===== config.mk =====
export PLATFORM = sky130hd
export DESIGN_NAME = cmp_pipe_mag
export DESIGN_NICKNAME = d
export VERILOG_FILES = /design/src/rtl/cmp_pipe_mag.sv
export SDC_FILE = /design/constraint.sdc
export NUM_CORES = 1
export LEC_CHECK = 0
export ABC_AREA = 1
export CORE_MARGIN = 1.5
export CORE_UTILIZATION = 56
export DETAILED_ROUTE_END_ITERATION = 12
export PLACE_DENSITY_LB_ADDON = 0.08
export SYNTH_ARGS = -nofsm -noshare
export SYNTH_HDL_FRONTEND = slang
export SYNTH_SLANG_ARGS = --single-unit

===== constraint.sdc =====
create_clock -name clk -period 1.8 [get_ports clk]
set_input_delay 0.36 -clock clk [delete_from_list [all_inputs] [get_ports clk]]
set_output_delay 0.36 -clock clk [all_outputs]
set_load 0.1 [all_outputs]

===== src/rtl/cmp_pipe_mag.sv =====
// Pipelined magnitude comparator: resolves CHUNK bits per stage, MSB-first,
// in unsigned or two's-complement mode, with valid/ready on both sides.
module cmp_pipe_mag #(
  parameter int WIDTH = 16,
  parameter int CHUNK = 4
) (
  input  logic             clk,
  input  logic             rst_n,
  input  logic             in_valid,
  output logic             in_ready,
  input  logic [WIDTH-1:0] in_a,
  input  logic [WIDTH-1:0] in_b,
  input  logic             in_signed,
  output logic             out_valid,
  input  logic             out_ready,
  output logic             out_greater,
  output logic             out_equal,
  output logic             out_less
);

  localparam int STAGES = WIDTH / CHUNK;

  logic             advance;
  logic [WIDTH-1:0] a_m;
  logic [WIDTH-1:0] b_m;
  logic             last_v;
  logic             last_gt;
  logic             last_lt;

  // Handshake: in_valid&in_ready accepts on a rising edge, out_valid&out_ready
  // pops on a rising edge; the whole pipe moves together only when advance=1.
  assign advance  = out_ready | ~out_valid;
  assign in_ready = advance;

  // Flipping the sign bit maps two's-complement order onto unsigned order.
  assign a_m = {in_a[WIDTH-1] ^ in_signed, in_a[WIDTH-2:0]};
  assign b_m = {in_b[WIDTH-1] ^ in_signed, in_b[WIDTH-2:0]};

  for (genvar s = 0; s < STAGES; s++) begin : g_stage
    localparam int SRC = WIDTH - s * CHUNK;
    localparam int REM = SRC - CHUNK;

    logic [SRC-1:0]   src_a;
    logic [SRC-1:0]   src_b;
    logic             src_v;
    logic             src_gt;
    logic             src_lt;
    logic [CHUNK-1:0] a_c;
    logic [CHUNK-1:0] b_c;
    logic             v_r;
    logic             gt_r;
    logic             lt_r;

    if (s == 0) begin : g_src
      assign src_a  = a_m;
      assign src_b  = b_m;
      assign src_v  = in_valid;
      assign src_gt = 1'b0;
      assign src_lt = 1'b0;
    end else begin : g_src
      assign src_a  = g_stage[s-1].g_rem.a_r;
      assign src_b  = g_stage[s-1].g_rem.b_r;
      assign src_v  = g_stage[s-1].v_r;
      assign src_gt = g_stage[s-1].gt_r;
      assign src_lt = g_stage[s-1].lt_r;
    end

    assign a_c = src_a[SRC-1 -: CHUNK];
    assign b_c = src_b[SRC-1 -: CHUNK];

    always_ff @(posedge clk or negedge rst_n) begin
      if (!rst_n) begin
        v_r  <= 1'b0;
        gt_r <= 1'b0;
        lt_r <= 1'b0;
      end else if (advance) begin
        v_r <= src_v;
        if (src_gt | src_lt) begin
          gt_r <= src_gt;
          lt_r <= src_lt;
        end else begin
          gt_r <= (a_c > b_c);
          lt_r <= (a_c < b_c);
        end
      end
    end

    // Only the still-unresolved low bits travel on; the last stage keeps none.
    if (REM > 0) begin : g_rem
      logic [REM-1:0] a_r;
      logic [REM-1:0] b_r;

      always_ff @(posedge clk) begin
        if (advance) begin
          a_r <= src_a[REM-1:0];
          b_r <= src_b[REM-1:0];
        end
      end
    end
  end

  assign last_v  = g_stage[STAGES-1].v_r;
  assign last_gt = g_stage[STAGES-1].gt_r;
  assign last_lt = g_stage[STAGES-1].lt_r;

  assign out_valid   = last_v;
  assign out_greater = last_v & last_gt;
  assign out_less    = last_v & last_lt;
  assign out_equal   = last_v & ~last_gt & ~last_lt;

endmodule


# After elaboration in Yosys (flattened, before gate mapping)
# Cells that the tools add are included.
[word_totals] in_bits=37 regBits=60 elab_cells=45 out_inout_bits=5
[classes] bitwise_logic=13 n_mux=6 order_cmp=8
[ops] op="greater-than comparator 4 bit" n=4
[ops] op="less-than comparator 4 bit" n=4
[ops] op="2-to-1 mux 1 bit" n=6
[ops] op="AND 1 bit" n=4
[ops] op="bitwise OR 1 bit" n=4
[ops] op="NOT 1 bit" n=3
[ops] op="XOR 1 bit" n=2

# Depth between registers and ports, before layout
[depth] word_depth=3 mapped_depth=9 mapped_depth_nobuf=9

# Least setup slack after synthesis
# No wires, ideal clock.
[synth_timing] path_kind="register to output" start="reg g_stage[3].v_r, in the netlist out_valid" end="out out_equal" arrival_ns=3.294 path_slack_ns=-1.854 required_time_ns=1.440 path_buffers=0 stages_incl_launch_ff=2 cell_sequence="dfrtp_1 -> nor3b_1"
[synth_via] elab_chain_len=2
[synth_rtl] item="start: declaration" line="50" source="logic v_r;"
[synth_rtl] item="start signal: assignment" line="77" source="v_r <= src_v;"
[synth_rtl] item="AND 1 bit (2 in a row)" line="109" source="assign out_equal = last_v & ~last_gt & ~last_lt;"
[synth_rtl] item="end: declaration" line="17" source="output logic out_equal,"
# Every way passes these cells.

# Worst setup path after layout
[layout_timing] start="in out_ready" end="out in_ready"
[layout_via] elab_chain_len=1
[layout_rtl] item="start: declaration" line="15" source="input logic out_ready,"
[layout_rtl] item="bitwise OR 1 bit" line="32" source="assign advance = out_ready | ~out_valid;"
[layout_rtl] item="end: declaration" line="10" source="output logic in_ready,"
# Every way passes these cells.

==> flow_metrics.py <==
metrics = {
    "run_status": {
        "status": "complete, no violations",
    },
    "setup_path": {
        "cp.arrival_ns": 1.33,
        "worstPathCellList": "clkdlybuf4s50_1, inv_1, nand2_4, buf_12",
        "crit_buf_inv": 3,
        "cp-start-kind": "input pin",
        "critPathMaxFanout": 18,
        "critPathMaxStageDelay_ns": 0.45,
        "critPathSlowestCell": "clkdlybuf4s50_1",
        "required_ns": 1.44,
        "critPathTopFamily": "buffers and inverters",
        "cp-end-kind": "output port",
        "path_class": "input pin to output port",
    },
    "yosys": {
        "yosysTopAreaCellShare_pct": 58.36,
        "async_flop_share_pct": 20.00,
        "synth_top_area_cell": "edfxtp_1",
        "synth_area_leaders": "edfxtp_1 58%, dfrtp_1 12%, ha_1 8.1%",
        "ys_warn_count": 0,
        "synth_common_cells": "51 x nand2_1, 48 x edfxtp_1, 36 x inv_1",
        "seq_area_frac_synth_pct": 70.52,
        "syn_area_um2": 2470,
        "synth_ff_type": "edfxtp_1",
        "ys_ff_latch": 60,
        "synth_enable_flop_cells": 48,
        "syn_inst": 200,
        "synthDistinctLibCells": 19,
        "syn_nets": 253,
        "syn_avg_cell_area_um2": 12.35,
        "yosysMostFrequentCell": "nand2_1",
    },
    "grt": {
        "grt_overflow": 0,
        "antenna_found_initial": 0,
        "grt_first_pass_wirelength_um": 5851,
        "grt_max_degree": 19,
        "grt_pass1_vias": 1401,
        "grtUsageTotal_pct": 16.20,
    },
    "detailed_routing": {
        "wl_per_cell_um": 10.89,
        "drcViolationCount": 0,
        "drtIter0Drc": 85,
        "post_drt_via_cell_ratio": 4.671,
        "dr.pass1.iters": 4,
        "drt-total-wl_um": 3376,
        "drtAntennaViolNets": 0,
        "vias": 1448,
    },
    "timing": {
        "drv_slew": 0,
        "rsz0062_at_grt": "no",
        "worst_pin_slew_ns": 0.5075,
        "setup_viol": 0,
        "relSlewSlack_pct": 66.06,
        "fin_crit_ns": 1.690,
        "holdWs_ns": 0.3773,
        "fin_setup_tns_ns": 0,
        "clock_skew_ns": 0.005311,
        "min_period_over_period_pct": 93.90,
        "hold_viol_final": 0,
        "max_freq_ghz": 0.5917,
    },
    "cts": {
        "cts_buffer_depth": 2,
        "cts_root_buf": "clkbuf_8",
        "path_clk_slew_ns": 0.06,
        "clkLatencyLatePin_ns": 0.32,
        "postCtsSetupBuffers": 0,
        "cts_hold_buffers": 0,
        "cts_buffers": 9,
        "cts_tree": "done",
        "htree_levels": 3,
        "clock_sinks": 60,
        "cts_resized": 0,
    },
    "floorplan": {
        "die_h_um": 69.41,
        "core_um2": 4115,
        "die_area_um2": 4818,
        "start_util_pct": 60.02,
        "io_pins": 42,
        "fp-row-count": 23,
        "die_w_um": 69.41,
    },
    "final_layout": {
        "antenna_cells": 0,
        "fillers": 266,
        "drive_above_1_share_pct": 13.08,
        "area_growth_syn_to_layout_pct": 29.94,
        "final_nets": 308,
    },
    "place": {
        "place_congestion": 0.6870,
        "dp_hpwl_um": 2387,
        "io_buffers": 41,
    },
    "power_and_ir_drop": {
        "p_per_area_nw_per_um2": 1516,
        "p_leak_uw": 0.001462,
        "max-vdd-ir-drop_mv": 0.8259,
    },
    "flow_run": {
        "maxCapViolCount": 0,
    },
    "worst_hold_path": {
        "hold_path_class": "input pin to asynchronous set/reset pin",
    },
}
-- final timing paths --
path | start | to | slack, ns | depth (start not counted)
worst max-delay path | out_ready | in_ready | 0.11 | 4
worst max register to register | out_valid | g_stage[1].g_rem.a_r[7] | 0.44 | 2
max in group asynchronous | rst_n | out_valid | 1.04 | 1
worst min-delay path | rst_n | g_stage[2].gt_r | 0.38 | 1
worst min register to register | g_stage[1].g_rem.b_r[3] | g_stage[2].g_rem.b_r[3] | 0.41 | 0
min in group clk | g_stage[1].g_rem.b_r[3] | g_stage[2].g_rem.b_r[3] | 0.41 | 0
-- report_power, final --
part | switching, uW | leakage [uW] | internal (uW)
Sequential | 169 | 0.000627 | 2000
Clock | 464 | 0.0000911 | 624
Combinational | 998 | 0.000744 | 604
-- kinds of logic after synthesis --
group           count (synthesis)  synth area share, %
compound gates                  3               0.7089
buf+inv                        38                6.079
flops                          60                70.52
simple gates                   81                13.88
fa+ha+maj                      16                8.105
xor+xnor                        2               0.7093
-- per-stage QoR --
stage / worst slack [ns] / instances / total power (uW) / instance area [um2] / utilization [%]
4_1_cts: 0.09802 / 310 / 4935 / 3209 / 77.99
3_5_place_dp: -0.03515 / 294 / 3817 / 3027 / 73.55
3_3_place_gp: 0.04906 / 294 / 3758 / 3027 / 73.55
6_report: 0.1099 / 310 / 4864 / 3209 / 77.99
2_1_floorplan: -0.09316 / 200 / 3273 / 2485 / -
5_1_grt: 0.04164 / 310 / 5181 / 3209 / 77.99
-- flip-flops by register name, indices dropped and copies added (netlist names) --
name	flops
g_stage.g_rem.a_r	24
g_stage.gt_r	4
out_valid	1
g_stage.g_rem.b_r	24
g_stage.v_r	3
g_stage.lt_r	4
-- metal layers --
layer / track usage [%] / part of all wire, % / vias up
li1: - / - / 754
met4: 10.02 / 1.7 / 0
met2: 25.85 / 52 / 37
met5: 0 / 0 / -
met1: 18.51 / 41 / 651
met3: 5.959 / 5.2 / 6
-- area by class of cell --
type / instances / area (um2) / area share, %
sequential: 60 / 1745 / 54.39
multi-input combinational: 102 / 589.3 / 18.36
timing repair buffer: 45 / 490.5 / 15.28
inverter: 37 / 138.9 / 4.327
clock buffer: 10 / 127.6 / 3.977
tap: 50 / 62.56 / 1.949
clock inverter: 6 / 55.05 / 1.715
-- layout by cell type (no fill, tap or decap), drive strengths merged --
| cell type | n |
|---|---|
| nand2 | 58 |
| edfxtp | 48 |
| inv | 37 |
| clkdlybuf4s50 | 36 |
| nor2 | 17 |
| ha | 16 |
| dfrtp | 12 |
| clkbuf | 10 |
| buf | 9 |
| nand3 | 4 |
| clkinv | 4 |
| nor3b | 1 |
| xor2 | 1 |
| xnor2 | 1 |
| o21bai | 1 |
| a21oi | 1 |
| o21ai | 1 |
| or2 | 1 |
| clkinvlp | 1 |
| bufinv | 1 |
-- worst register-to-register path, stage by stage, from the launching register on --
cell and delay, ns:
dfrtp_4 0.52, nand2_4 0.24, buf_4 0.29
No activity file was read; power rests on OpenSTA's default activity.
